===== config.mk =====
export PLATFORM = sky130hd
export DESIGN_NAME = mvm_seq_ctrl
export DESIGN_NICKNAME = d
export VERILOG_FILES = /design/src/rtl/mvm_seq_ctrl.sv
export SDC_FILE = /design/constraint.sdc
export NUM_CORES = 1
export LEC_CHECK = 0
export CAP_MARGIN = 10
export CORE_ASPECT_RATIO = 1.5
export CORE_MARGIN = 2
export CORE_UTILIZATION = 57
export CTS_CLUSTER_SIZE = 10
export DETAILED_ROUTE_END_ITERATION = 8
export DONT_BUFFER_PORTS = 1
export PLACE_DENSITY = 0.75
export SLEW_MARGIN = 20
export SYNTH_ARGS = -nofsm -noshare
export SYNTH_HDL_FRONTEND = slang
export SYNTH_SLANG_ARGS = --single-unit
export TNS_END_PERCENT = 30

===== constraint.sdc =====
create_clock -name clk -period 2.7 [get_ports clk]
set_input_delay 0.27 -clock clk [delete_from_list [all_inputs] [get_ports clk]]
set_output_delay 0.27 -clock clk [all_outputs]
set_load 0.01 [all_outputs]

===== src/rtl/mvm_seq_ctrl.sv =====
// Sequencer for a 4x4 matrix-vector job: loads x and A, steps compute, writes y, replays y.
// Latency: start to done is 27 cycles with no input gaps; the datapath adds 2 cycles (read + mul register).
// Backpressure: loads stall on in_valid=0; start is ignored outside IDLE. Option macro: MVM_IO_OVERLAP_EN.
module mvm_seq_ctrl (
    input  logic       clk,
    input  logic       reset,
    input  logic       start,
    input  logic       in_valid,
    output logic       in_ready,
    output logic       wr_en_x,
    output logic       wr_en_a,
    output logic [5:0] addr_x0,
    output logic [5:0] addr_x1,
    output logic [5:0] addr_x2,
    output logic [5:0] addr_x3,
    output logic [5:0] addr_a0,
    output logic [5:0] addr_a1,
    output logic [5:0] addr_a2,
    output logic [5:0] addr_a3,
    output logic [5:0] addr_y,
    output logic       wr_en_y,
    output logic       out_valid,
    output logic [1:0] out_idx,
    output logic       done
);

    typedef enum logic [2:0] {
        S_IDLE, S_LOAD_X, S_LOAD_A, S_COMPUTE, S_DRAIN, S_OUTPUT
    } state_t;

    // Terminal counts; every counter stops here and never wraps.
    localparam logic [4:0] X_LAST = 5'd3;
    localparam logic [4:0] A_LAST = 5'd15;
    localparam logic [4:0] C_LAST = 5'd3;
    localparam logic [4:0] D_LAST = 5'd1;
    localparam logic [4:0] O_LAST = 5'd4;

    state_t     r_state;
    logic [4:0] r_cnt;
    logic       r_oact;
    logic [4:0] r_ocnt;
    logic       r_ld_x;
    logic       r_ld_a;
    logic [5:0] r_addr_x0;
    logic [5:0] r_addr_a0;
    logic [5:0] r_addr_a1;
    logic [5:0] r_addr_a2;
    logic [5:0] r_addr_a3;
    logic [5:0] r_addr_y;
    logic       r_wr_en_y;
    logic       r_out_valid;
    logic [1:0] r_out_idx;
    logic       r_done;

    state_t     w_state_nxt;
    logic [4:0] w_cnt_nxt;
    logic       w_oact_nxt;
    logic [4:0] w_ocnt_nxt;
    logic [5:0] w_base;
    logic       w_ld_x;
    logic       w_ld_a;
    logic [5:0] w_addr_x0;
    logic [5:0] w_addr_a0;
    logic [5:0] w_addr_a1;
    logic [5:0] w_addr_a2;
    logic [5:0] w_addr_a3;
    logic [5:0] w_addr_y;
    logic       w_wr_en_y;
    logic       w_out_valid;
    logic [1:0] w_out_idx;
    logic       w_done;

    // Next state of the main sequencer and of the output-phase sub-sequencer.
    always_comb begin
        w_state_nxt = r_state;
        w_cnt_nxt   = r_cnt;
        w_oact_nxt  = r_oact;
        w_ocnt_nxt  = r_ocnt;

        // Output phase: cycle 0 raises done, cycles 1..4 present y[0..3].
        if (r_oact) begin
            if (r_ocnt == O_LAST) begin
                w_oact_nxt = 1'b0;
                w_ocnt_nxt = 5'd0;
            end else begin
                w_ocnt_nxt = r_ocnt + 5'd1;
            end
        end

        case (r_state)
            S_IDLE: begin
                if (start) begin
                    w_state_nxt = S_LOAD_X;
                    w_cnt_nxt   = 5'd0;
                end
            end
            S_LOAD_X: begin
                if (in_valid) begin
                    if (r_cnt == X_LAST) begin
                        w_state_nxt = S_LOAD_A;
                        w_cnt_nxt   = 5'd0;
                    end else begin
                        w_cnt_nxt = r_cnt + 5'd1;
                    end
                end
            end
            S_LOAD_A: begin
                if (in_valid) begin
                    if (r_cnt == A_LAST) begin
                        w_state_nxt = S_COMPUTE;
                        w_cnt_nxt   = 5'd0;
                    end else begin
                        w_cnt_nxt = r_cnt + 5'd1;
                    end
                end
            end
            S_COMPUTE: begin
                if (r_cnt == C_LAST) begin
                    w_state_nxt = S_DRAIN;
                    w_cnt_nxt   = 5'd0;
                end else begin
                    w_cnt_nxt = r_cnt + 5'd1;
                end
            end
            S_DRAIN: begin
                if (r_cnt == D_LAST) begin
                    w_cnt_nxt  = 5'd0;
                    w_oact_nxt = 1'b1;
                    w_ocnt_nxt = 5'd0;
`ifdef MVM_IO_OVERLAP_EN
                    // Output replays on its own; the main FSM is free for the next start.
                    w_state_nxt = S_IDLE;
`else
                    w_state_nxt = S_OUTPUT;
`endif
                end else begin
                    w_cnt_nxt = r_cnt + 5'd1;
                end
            end
            S_OUTPUT: begin
                if (!w_oact_nxt) begin
                    w_state_nxt = S_IDLE;
                end
            end
            default: begin
                w_state_nxt = S_IDLE;
                w_cnt_nxt   = 5'd0;
            end
        endcase
    end

    assign w_base = {1'b0, w_cnt_nxt} << 2;

    // Output decode from next-state values so that every output leaves a flop.
    always_comb begin
        w_ld_x      = (w_state_nxt == S_LOAD_X);
        w_ld_a      = (w_state_nxt == S_LOAD_A);
        w_addr_x0   = 6'd0;
        w_addr_a0   = 6'd0;
        w_addr_a1   = 6'd0;
        w_addr_a2   = 6'd0;
        w_addr_a3   = 6'd0;
        w_addr_y    = 6'd0;
        w_wr_en_y   = 1'b0;
        w_out_valid = 1'b0;
        w_out_idx   = 2'd0;
        w_done      = 1'b0;

        case (w_state_nxt)
            S_LOAD_X: w_addr_x0 = {1'b0, w_cnt_nxt};
            S_LOAD_A: w_addr_a0 = {1'b0, w_cnt_nxt};
            S_COMPUTE: begin
                // Row k of A against all of x.
                w_addr_a0 = w_base;
                w_addr_a1 = w_base + 6'd1;
                w_addr_a2 = w_base + 6'd2;
                w_addr_a3 = w_base + 6'd3;
                // Row k lands two cycles after its read.
                if (w_cnt_nxt >= 5'd2) begin
                    w_wr_en_y = 1'b1;
                    w_addr_y  = {1'b0, w_cnt_nxt} - 6'd2;
                end
            end
            S_DRAIN: begin
                w_wr_en_y = 1'b1;
                w_addr_y  = {1'b0, w_cnt_nxt} + 6'd2;
            end
            default: ;
        endcase

        // y read address leads out_valid by one cycle (synchronous y read).
        if (w_oact_nxt) begin
            case (w_ocnt_nxt)
                5'd0: begin w_done = 1'b1; w_addr_y = 6'd0; end
                5'd1: begin w_out_valid = 1'b1; w_out_idx = 2'd0; w_addr_y = 6'd1; end
                5'd2: begin w_out_valid = 1'b1; w_out_idx = 2'd1; w_addr_y = 6'd2; end
                5'd3: begin w_out_valid = 1'b1; w_out_idx = 2'd2; w_addr_y = 6'd3; end
                5'd4: begin w_out_valid = 1'b1; w_out_idx = 2'd3; end
                default: ;
            endcase
        end
    end

    // State, counters and registered outputs; reset aborts any job at once.
    always_ff @(posedge clk or posedge reset) begin
        if (reset) begin
            r_state     <= S_IDLE;
            r_cnt       <= 5'd0;
            r_oact      <= 1'b0;
            r_ocnt      <= 5'd0;
            r_ld_x      <= 1'b0;
            r_ld_a      <= 1'b0;
            r_addr_x0   <= 6'd0;
            r_addr_a0   <= 6'd0;
            r_addr_a1   <= 6'd0;
            r_addr_a2   <= 6'd0;
            r_addr_a3   <= 6'd0;
            r_addr_y    <= 6'd0;
            r_wr_en_y   <= 1'b0;
            r_out_valid <= 1'b0;
            r_out_idx   <= 2'd0;
            r_done      <= 1'b0;
        end else begin
            r_state     <= w_state_nxt;
            r_cnt       <= w_cnt_nxt;
            r_oact      <= w_oact_nxt;
            r_ocnt      <= w_ocnt_nxt;
            r_ld_x      <= w_ld_x;
            r_ld_a      <= w_ld_a;
            r_addr_x0   <= w_addr_x0;
            r_addr_a0   <= w_addr_a0;
            r_addr_a1   <= w_addr_a1;
            r_addr_a2   <= w_addr_a2;
            r_addr_a3   <= w_addr_a3;
            r_addr_y    <= w_addr_y;
            r_wr_en_y   <= w_wr_en_y;
            r_out_valid <= w_out_valid;
            r_out_idx   <= w_out_idx;
            r_done      <= w_done;
        end
    end

    assign in_ready  = r_ld_x | r_ld_a;
    assign wr_en_x   = in_valid & r_ld_x;
    assign wr_en_a   = in_valid & r_ld_a;
    assign addr_x0   = r_addr_x0;
    assign addr_x1   = 6'd1;
    assign addr_x2   = 6'd2;
    assign addr_x3   = 6'd3;
    assign addr_a0   = r_addr_a0;
    assign addr_a1   = r_addr_a1;
    assign addr_a2   = r_addr_a2;
    assign addr_a3   = r_addr_a3;
    assign addr_y    = r_addr_y;
    assign wr_en_y   = r_wr_en_y;
    assign out_valid = r_out_valid;
    assign out_idx   = r_out_idx;
    assign done      = r_done;

endmodule

Yosys cells after proc, flatten, opt, wreduce, memory -nomap -nowiden
Cells that the tools add are included.
Widths: inputs -> output; s select.
{"block": "classes", "reduce_logical": 3, "eq_ne": 17, "mux": 41, "order_cmp": 1, "add_sub_neg": 7, "bitwise_logic": 3}
{"operator": "$mux 5", "n": 11}
{"operator": "$mux 6", "n": 5}
{"operator": "$pmux 5 s6", "n": 1}
{"operator": "$mux 3", "n": 8}
{"operator": "$pmux 6 s2", "n": 2}
{"operator": "$pmux 6 s4", "n": 1}
{"operator": "$pmux 3 s6", "n": 1}
{"operator": "$eq 5x2->1 const B", "n": 3}
{"operator": "$add 6x2->6 const B", "n": 2}
{"operator": "$eq 3x2->1 const B", "n": 4}
{"operator": "$add 5x1->5 const B", "n": 2}
{"operator": "$eq 5x1->1 const B", "n": 2}
{"operator": "$eq 5x3->1 const B", "n": 2}
{"operator": "$eq 3x3->1 const B", "n": 3}
{"operator": "$mux 1", "n": 9}
{"operator": "$add 5x2->6 const B", "n": 1}
{"operator": "$add 6x1->6 const B", "n": 1}
{"operator": "$eq 3x1->1 const B", "n": 2}
{"operator": "$pmux 2 s3", "n": 1}
{"operator": "$sub 5x2->6 const B", "n": 1}
{"operator": "$eq 5x4->1 const B", "n": 1}
{"operator": "$ge 5x2->1 const B", "n": 1}
{"operator": "$logic_not 5->1", "n": 1}
{"operator": "$reduce_or 4->1", "n": 1}
{"operator": "5 further kinds", "n": 6}
{"block": "word_totals", "register_bits": 57, "output_inout_bits": 62, "input_bits": 4}

Depth between registers and ports, before layout
Gate-level depths: netlist (run 1).
{"block": "logic_depth", "depth_word": 9, "mapped_depth": 14}

Worst setup path before layout (run 1)
OpenSTA, ideal clock, no wires.
{"block": "synth_timing", "kind": "reg2reg", "start": "register r_cnt[3]", "end": "register r_addr_y[1] (netlist: addr_y[1])", "slack_ps": 11, "synth_period_minus_slack_ps": 2689, "arrival_ps": 2570, "path_buffers": 1, "required_time_ps": 2580, "setup_time_ps": 120, "stages_incl_launch_ff": 13, "path_cell_list": "dfrtp_1 > clkbuf_1 > nand3_1 > inv_1 > ha_1 > nor2b_1 > a21oi_1 > o32ai_1 > nor3_4 > inv_2 > o41ai_2 > nand2_2 > a31o_1"}
{"block": "synth_between", "elab_chain_cells": 9, "word_cells_on_any_way": 35, "classes_between": "add/sub: 3; order compare: 1; eq/ne: 8; mux: 22; reduce/logical: 1"}
{"element": "start: declaration", "line": "39", "text": "logic [4:0] r_cnt;"}
{"element": "start signal: assignment", "line": "225", "text": "r_cnt <= w_cnt_nxt;"}
{"element": "$eq 5x4->1 or $eq 5x2->1 (tied branches)", "line": "109, 99, 118"}
{"element": "$mux 5, on equally long branches", "line": "109, 99, 118"}
{"element": "$mux 5, on equally long branches", "line": "108, 98"}
{"element": "$pmux 5 s6 (*)", "line": "90", "text": "case (r_state)"}
{"element": "named net w_cnt_nxt[1]", "line": "56", "text": "logic [4:0] w_cnt_nxt;"}
{"element": "$sub 5x2->6 or $ge 5x2->1 (tied branches)", "line": "181, 179"}
{"element": "$mux 6", "line": "179", "text": "if (w_cnt_nxt >= 5'd2) begin"}
{"element": "$pmux 6 s2 (*)", "line": "169", "text": "case (w_state_nxt)"}
{"element": "$pmux 6 s4", "line": "193", "text": "case (w_ocnt_nxt)"}
{"element": "$mux 6 (*)", "line": "192", "text": "if (w_oact_nxt) begin"}
{"element": "named net w_addr_y[1]", "line": "67", "text": "logic [5:0] w_addr_y;"}
{"element": "end signal: assignment", "line": "235", "text": "r_addr_y <= w_addr_y;"}
{"element": "end: declaration", "line": "49", "text": "logic [5:0] r_addr_y;"}
Mark *: on every way through the listed nets, which the timed path passes. The rest lies on a longest branch.

Worst setup path in the final report (run 1)
{"block": "layout_timing", "start": "register r_cnt[3]", "end": "register r_addr_y[2] (netlist: addr_y[2])"}
{"block": "layout_between", "elab_chain_cells": 9, "word_cells_on_any_way": 35, "classes_between": "add/sub: 3; order compare: 1; eq/ne: 8; mux: 22; reduce/logical: 1"}
{"element": "$add 5x1->5 (tied with other cells)"}
{"element": "$mux 5, on equally long branches", "line": "109, 99, 118"}
{"element": "$mux 5, on equally long branches", "line": "108, 98"}
{"element": "$pmux 5 s6 (*)", "line": "90"}
{"element": "named net w_cnt_nxt[3]", "line": "56"}
{"element": "$ge 5x2->1 (*)", "line": "179"}
{"element": "$mux 6 (*)", "line": "179"}
{"element": "$pmux 6 s2 (*)", "line": "169"}
{"element": "$pmux 6 s4", "line": "193"}
{"element": "$mux 6 (*)", "line": "192"}
{"element": "named net w_addr_y[2]", "line": "67"}
Marks and branches as above.

==> results.txt, run 1 <==
In the global route stage, overall resource usage came out at about a quarter. After synthesis, the share of cell area in mux cells is 1.60%. The wire length of the first global-routing pass is 9810 µm. Following the worst setup path forward leads to its endpoint at addr_y[2]$_DFF_PP0_. The pre-antenna-repair detailed-routing pass consisted of 4 iterations. The final setup violation count came out at 0. The largest driver fanout on the critical path came out at 6. In the final routed layout, each cell accounts on average for 17.8 µm. Data on the critical path arrives at its endpoint at around 2900 ps.

The post-route minimum period came out at 2650 ps. The total core area came out at 0.00450 mm². The count of unresolved DRC violations after routing is 0. In this run the critical register-to-register path is launched from r_cnt[3]$_DFF_PP0_. The start point of the critical path is r_cnt[3]$_DFF_PP0_. The post-route netlist has 24.8% of its cells at a drive strength greater than 1.

The total number of clock tree sinks came out at 42. The total number of vias came out at 2140. The xor/xnor cell area share of the yosys netlist came out at 1.32%. The initial antenna violation count was 0. The register bit total from synthesis is 42. The floorplan die area is 0.00524 mm². The setup slack after layout came out at 48.2 ps.

The cell count after synthesis is 283. The worst-skew pair later-pin latency came out at 310 ps. The required time reported for the critical path endpoint came out at roughly 2900 ps. The final layout net count came out at 317. The number of design-rule violations left by the first detailed-router iteration is 72. The biggest area contributor in the post-synthesis netlist is dfrtp_1.

The width of the die came out at 59.8 µm. The final RePlAce weighted congestion came out at 0.942. In this run the remaining antenna-violating nets after routing total 0. The compound-cell area share of the yosys netlist is ~17%.

The class of the worst hold path is primary input to register. The setup slack of the worst register-to-register path is 50 ps. Counting flops with an async set or reset pin after synthesis yields a share of 100%. The share of synthesized cell area in and, or, nand and nor gates is 22.6%. The worst IR drop on VDD is 0.556 mV. The worst setup path is captured at a register. By area the synthesized netlist is led by dfrtp_1 (40%), buf_4 (9.6%), nor2_1 (4.0%), ha_1 (3.8%), a21oi_1 (2.4%). The wire-length estimate of the detail-placed layout is 4390 µm.

After synthesis, the largest family of logic cells by area is simple AND/OR/NAND/NOR gates. The count of port buffers added during placement is 0. Measured on the finished design, the core utilization comes to approximately 66%. The end of the worst register-to-register path is addr_y[2]$_DFF_PP0_.

The leftover overflow at the end of global routing came out at 0. The floorplan row count is 30. The total power per unit cell area is 1100 mW/mm². Timing analysis after detailed placement gives a worst setup slack of -13.8 ps. The worst-case clock skew came out at 13.5 ps. The number of pins exceeding their max-slew limit in the final report was 0. CTS placed an instance of clkbuf_8 at the clock tree root. The cell area after technology mapping came out at between 0.002 and 0.003 mm². The cell leakage power is 1.40 nW. Measured in cells, the most critical reg-to-reg path has a length of 10. TritonCTS built the clock tree. The number of synthesized flops with an enable pin is 0. The number of global-route vias before repair came out at 2156.

By count the netlist is led by dfrtp_1 (42), buf_4 (34), nor2_1 (28). The path type of the worst setup path is register to register. The Yosys warning count is 0.

The final routed wirelength across all metal layers is 6300 µm. For the pin with the worst max-slew slack, the measured transition is 962 ps. 0 antenna diodes ended up in the layout. The filler cell count is 344. The adder-cell area share of the yosys netlist came out at 3.76%. The number of distinct library cells after synthesis came out at 65.

The number of standard cells in the final layout excluding fillers is 354. The clock buffer count from CTS is 5. The most common cell in the synthesized netlist is dfrtp_1.

The worst slew slack as a fraction of its limit came out at 35.4%. The maximum operating frequency is 377 MHz. The post-detailed-route via-to-cell ratio came out at 6.05. The sequential fraction of the synthesis area came out at about 40%. The largest net degree at the start of global routing is 28. Relative to the synthesized area, the layout overhead comes to 11.9%. In this run the biggest area consumer among cell types represents between 30 and 40% of the synthesized area. 66 I/O pins were placed. After clock tree synthesis, the clock-pin slew on the worst setup and hold paths is roughly 90 ps. The maximum buffer depth of the clock tree is 2. The starting density of the core came out at between 50% and 60%. The post-route clock period utilization is 98.2%. The flow ran to the end, and the final reports show no timing, DRC or antenna violations. After detailed placement, the design holds a cell count of 340. The hold violation total from the final report is 0. The most used flip-flop cell after synthesis is dfrtp_1.

The kind of start point of the critical path is a register. The floorplan step set the die height to 87.7 µm. The level count of the clock H-tree is 2. The number of maximum-capacitance violations came out at 0. The average instance in the mapped netlist occupies 9.40 µm².
-- how the worst min path moves through the flow --
stage,start,endpoint,cells after the start,slack [ps]
floorplan,start,r_ld_x$_DFF_PP0_,2,440
global placement,reset,r_state[0]$_DFF_PP0_,1,280
detailed placement,reset,r_state[0]$_DFF_PP0_,1,290
CTS,in_valid,addr_x0[0]$_DFF_PP0_,2,120
global route,in_valid,addr_x0[2]$_DFF_PP0_,2,130
finish,in_valid,addr_x0[4]$_DFF_PP0_,2,130
-- routing by layer --
metal / vias up / GRT usage, % / share of wire [%] / routed length, µm
met5: - / 0 / 0 / 0
met4: 0 / 20.0 / 6.1 / 386
met3: 33 / 5.76 / 5.1 / 322
met2: 89 / 42.2 / 54 / 3430
met1: 1034 / 25.4 / 34 / 2160
li1: 984 / - / - / -
-- repair_timing --
action,CTS,global route
gates resized for setup,0,16
hold buffers,1,0
buffers inserted,1,4
endpoints found under the setup margin,3,7
pin swaps,1,6
hold endpoints to repair,26,0
-- cell usage in the layout, fill, tap and decap left out, types with 3 or more instances in the layout --
cell type  instances
o22ai_1            4
o211ai_1           4
a31o_1             4
nor2_1            28
nand2_1           12
nand3b_1           4
nand3_1            4
a21oi_1           12
a21o_1             3
nor3_1             7
conb_1            21
clkbuf_8           5
and2_1             6
and3_1             3
inv_1             11
nand4_1            4
or2_1              3
nand2b_1           6
o21ai_0            6
nor2b_1            6
dfrtp_2            3
dfrtp_1           39
buf_4             42
ha_1               6
a31oi_1            4
-- critical path, stage by stage, from the launching register on --
cell	delay [ps]
dfrtp_2	470
buf_4	170
nor4b_4	380
o32ai_4	180
buf_4	170
a211oi_1	370
a211oi_4	110
o41ai_4	360
buf_4	180
mux2_1	110
nor2_1	40
-- where the power goes --
group          internal, mW  switching (mW)  total (mW)
Combinational         0.819           0.965        1.78
Clock                 0.187           0.242       0.429
Sequential            0.813           0.263        1.08
Total                  1.82            1.47        3.29
-- per-stage QoR --
step	hold slack [ps]	power, mW	area, µm²	TNS [ps]
2_1_floorplan	441	2.18	2730	0
3_3_place_gp	278	2.58	2750	0
3_5_place_dp	287	2.62	2750	-13.8
4_1_cts	123	3.08	2860	0
5_1_grt	127	3.52	2980	-172
6_report	127	3.29	2980	0
-- registers in the layout (all words and copies together) (netlist names) --
| name | cells |
|---|---|
| addr_a0 | 6 |
| out_idx | 2 |
| r_ld_x | 1 |
| r_cnt | 5 |
| out_valid | 1 |
| r_oact | 1 |
| addr_y | 6 |
| addr_a3 | 4 |
| r_ld_a | 1 |
| done | 1 |
| r_ocnt | 5 |
| addr_x0 | 5 |
| wr_en_y | 1 |
| r_state | 3 |
-- area by class of cell --
| class | count | area (µm²) | area share (%) |
|---|---|---|---|
| multi-input cells | 199 | 1390 | 46.7 |
| clock buffers | 5 | 68.8 | 2.31 |
| repair buffers | 43 | 325 | 10.9 |
| clock inverters | 3 | 25.0 | 0.840 |
| well taps | 48 | 60.1 | 2.02 |
| inverters | 14 | 52.6 | 1.76 |
| flip-flops and latches | 42 | 1050 | 35.4 |
-- kinds of logic after synthesis --
family / Yosys count
simple gates: 102
mux: 4
compound gates: 60
xor+xnor: 4
flops: 42
other cells: 2
fa+ha+maj: 8
buf+inv: 61
No activity file was read; power rests on OpenSTA's default activity.
==> inputs of run 2 (changes only) <==
--- a/config.mk
+++ b/config.mk
@@ -5,6 +5,7 @@
 export SDC_FILE = /design/constraint.sdc
 export NUM_CORES = 1
 export LEC_CHECK = 0
+export ABC_AREA = 1
 export CAP_MARGIN = 10
 export CORE_ASPECT_RATIO = 1.5
 export CORE_MARGIN = 2
==> run 2 against run 1 <==
  * Sequential cell count unchanged
  * Clock-buffer cell count increased by 1
  * Design area decreased by 12%
  * Clock power increased by 15%
  * Synthesized cell count increased by 16%
  * Global-route usage decreased by 4.0 points
  * Cell count increased by 4.0%
  * Sequential power decreased by 8%
  * Critical path depth increased by 6
  * Utilization decreased by 7.7 points
  * Non-clock buffer count decreased by 41
  * Critical endpoint is now addr_y[3]$_DFF_PP0_
  * Largest cell class unchanged
==> results.txt, run 2 <==
Among the stages of the critical path, the cell type that occurs most often is nand2_1. The starting density of the core came out at 58.3%. The standard cell area after detailed placement came out at 0.00248 mm². The tree is rooted in a clkbuf_8. The area of all placed cells without fillers came out at ~0.0026 mm².

The critical path is of the register to register type. The final worst hold slack is around 74 ps. Max-cap violations in this run came to 0.

Entering global routing, the biggest net connects 24 pins. In the synthesized netlist the async set-or-reset flop fraction comes to 100%. The worst slew slack as a fraction of its limit came out at a little under three fifths. The final setup violation count came out at 0.

The global-route usage over all layers came out at 21.0%. During I/O placement, the number of pins put on the boundary was 66. The routed design could run at a clock period as short as roughly 2400 ps.

The number of distinct library cells after synthesis came out at 37. The initial antenna violation count is 0. The worst-skew pair later-pin latency is 290 ps. Walking the worst path, the cells encountered are ha_2 -> nand2_1 -> nor2_1 -> ha_2 -> inv_1 -> nand2_1 -> nand2_1 -> nand2_1 -> nand3_1 -> nand2_1 -> nand3_1 -> ha_1 -> nor2_1 -> nor2_1 -> nand2_1 -> a21oi_1. The antenna diode instance count came out at 0.

Data arrives at the worst endpoint at 2620 ps. The flow ran to the end, and the final reports show no timing, DRC or antenna violations. The Yosys warning count came out at 0. The number of global-route vias before repair came out at 1925. The mean cell area of the mapped netlist came out at 7.97 µm².

By count the netlist is led by nand2_1 (66), inv_1 (43), dfrtp_1 (42). The layout overhead on the synthesized area came out at 0.192%. The width of the die is 59.2 µm.

The library cell used most frequently in the layout, excluding fill and tap cells, is nand2_1. In the layout the commonest cells are nand2_1 (66), inv_1 (42), dfrtp_1 (41). The largest incremental delay on the critical path came out at 440 ps.

nand2_1 is the most common cell in the netlist. The maximum operating frequency came out at 410 MHz. The maximum buffer depth of the clock tree came out at 2. The die height came out at 86.8 µm.

Of the available clock period, the critical path in the final layout requires 90.4%. In this run, synthesis inferred 0 flip-flops with an integrated enable. The number of pins exceeding their max-slew limit in the final report is 0.

The hold violation total from the final report came out at 0. Synthesis handed over a netlist of 327 instances. In this run the worst path has a maximum fanout of 6. Ranked by total cell area, the synthesized netlist is headed by dfrtp_1 (40%), buf_4 (9.5%), nand2_1 (9.5%), inv_1 (6.2%), nand3_1 (5.4%). Routability-driven placement finished with a final weighted congestion of 0.870. The wire length per cell after detailed routing is 13.5 µm. Before antenna repair, the detailed router went through 4 iterations. The sort of element at the end of the critical path is a register. The slowest stage of the critical path belongs to the cell dfrtp_1.

The post-synthesis cell type with the largest combined area is dfrtp_1. Counting every sink on the clock net gives 42. The slew of the pin with the lowest slew margin came out at 643 ps. The leftover overflow at the end of global routing came out at 0. For this block, the via count after detailed routing is 1967. The first global-routing pass estimated 8290 µm of wire. In this run the core area contains 30 standard-cell rows. Dividing the detail-routed via count by the number of cells gives approximately 5.3. The area share of the largest cell type after synthesis came out at about two fifths. The level count of the clock H-tree is 2. The detail route stage leaves a number of antenna-violating nets equal to 0. The prevailing post-synth register cell is dfrtp_1.

The required time reported for the critical path endpoint came out at 2880 ps. The floorplan die area is 0.00514 mm². The number of buffer and inverter stages on the critical path came out at 1. The share of post-route cells with drive strength above 1 came out at between 10% and 20%.

After synthesis the cells add up to 0.00261 mm². The path class of the tightest hold or removal check is primary input to register. The final routed wirelength across all metal layers is 4970 µm. The worst setup path is launched from a register. For this design the ratio of total power to cell area is a little over 1000 mW/mm².

TritonCTS built the clock tree. Broken down by cell family, the worst path's largest delay share belongs to simple AND/OR/NAND/NOR gates. During placement, the flow inserted port buffers numbering 0.

The floorplan step defined a core boundary enclosing 0.00447 mm². The cell leakage power came out at 1.41 nW. Of the synthesized area, sequential elements account for 40.3%. The number of design-rule violations left by the first detailed-router iteration is 38. The clock buffer count from CTS is 5. The HPWL after detailed placement is about 3900 µm. At the end of the flow, the number of nets in the layout was 332. The register bit total from synthesis came out at 42. Across all setup checks in the final design, the least slack found is approximately 260 ps. The clock transition at the registers of the reported paths came out at roughly 70 ps.

The worst IR drop on VDD came out at between 0.4 and 0.5 mV. The worst-case clock skew came out at 7.69 ps. The worst setup slack after placement came out at 203 ps. In the routed design, unresolved DRC markers number 0.
## run 2: path summary, 6_finish.rpt
| check | startpoint | slack [ps] | cells past startpoint | endpoint |
|---|---|---|---|---|
| min | in_valid | 70 | 1 | addr_x0[0]$_DFF_PP0_ |
| min reg2reg | r_state[2]$_DFF_PP0_ | 640 | 3 | r_ld_x$_DFF_PP0_ |
| max | r_cnt[1]$_DFF_PP0_ | 260 | 16 | addr_y[3]$_DFF_PP0_ |
| max in group asynchronous | reset | 1590 | 3 | r_cnt[0]$_DFF_PP0_ |
| max reg2reg | r_cnt[1]$_DFF_PP0_ | 260 | 16 | addr_y[3]$_DFF_PP0_ |
| min in group asynchronous | reset | 430 | 2 | r_ocnt[3]$_DFF_PP0_ |
## run 2: logic make-up (layout without fill, tap and decap cells)
| logic type | count (synthesis) | count (layout) | share of synthesized area (%) |
|---|---|---|---|
| AND/OR/NAND/NOR | 154 | 154 | 29.9 |
| flip-flops | 42 | 42 | 40.3 |
| adder cells (fa/ha/maj) | 8 | 8 | 3.84 |
| buffers and inverters | 86 | 60 | 17.4 |
| other | 2 | 21 | 0.288 |
| XOR/XNOR | 4 | 4 | 1.34 |
| AO/OA/AOI/OAI | 31 | 31 | 6.91 |
## run 2: power by group
group | internal, mW | total [mW] | leakage, nW | switching, mW
registers | 0.795 | 0.995 | 0.565 | 0.200
clock network | 0.296 | 0.495 | 0.0573 | 0.199
logic | 0.383 | 1.21 | 0.789 | 0.827
## run 2: layout make-up
type                       count  area, µm²
clock buffer                   6       82.6
clock inverter                 1       30.0
fill                         417       1860
inverter                      51        191
multi-input combinational    218       1180
sequential                    42       1050
tap                           48       60.1
timing repair buffer           2       17.5
## run 2: per-stage QoR
step / cells / power (mW) / setup TNS [ps] / util, %
floorplan: 346 / 2.00 / 0 / -
global placement: 360 / 2.17 / 0 / 55.6
detailed placement: 360 / 2.19 / 0 / 55.6
CTS: 368 / 2.69 / 0 / 58.3
global route: 368 / 2.94 / -8.81 / 58.5
finish: 368 / 2.70 / 0 / 58.5
## run 2: worst reg2reg max path, delay by kind of cell, from the launching register on
kind / cells / cell delay, ps
compound gates: 1 / 60
fa+ha+maj: 3 / 780
buf+inv: 1 / 60
flops: 1 / 440
simple gates: 11 / 1000
## run 2: metal layers
layer / track usage, % / part of all wire (%) / vias to the layer above
li1: - / - / 963
met4: 11.8 / 4.3 / 0
met1: 23.0 / 38 / 918
met5: 0 / 0 / -
met2: 35.8 / 53 / 69
met3: 5.22 / 4.7 / 17
## run 2: timing repair
action                                  4_1_cts  5_1_grt
buffers inserted                              0        0
hold endpoints to repair                     19        0
gates resized for setup                       0        3
endpoints found under the setup margin        0        3
hold buffers                                  1        0
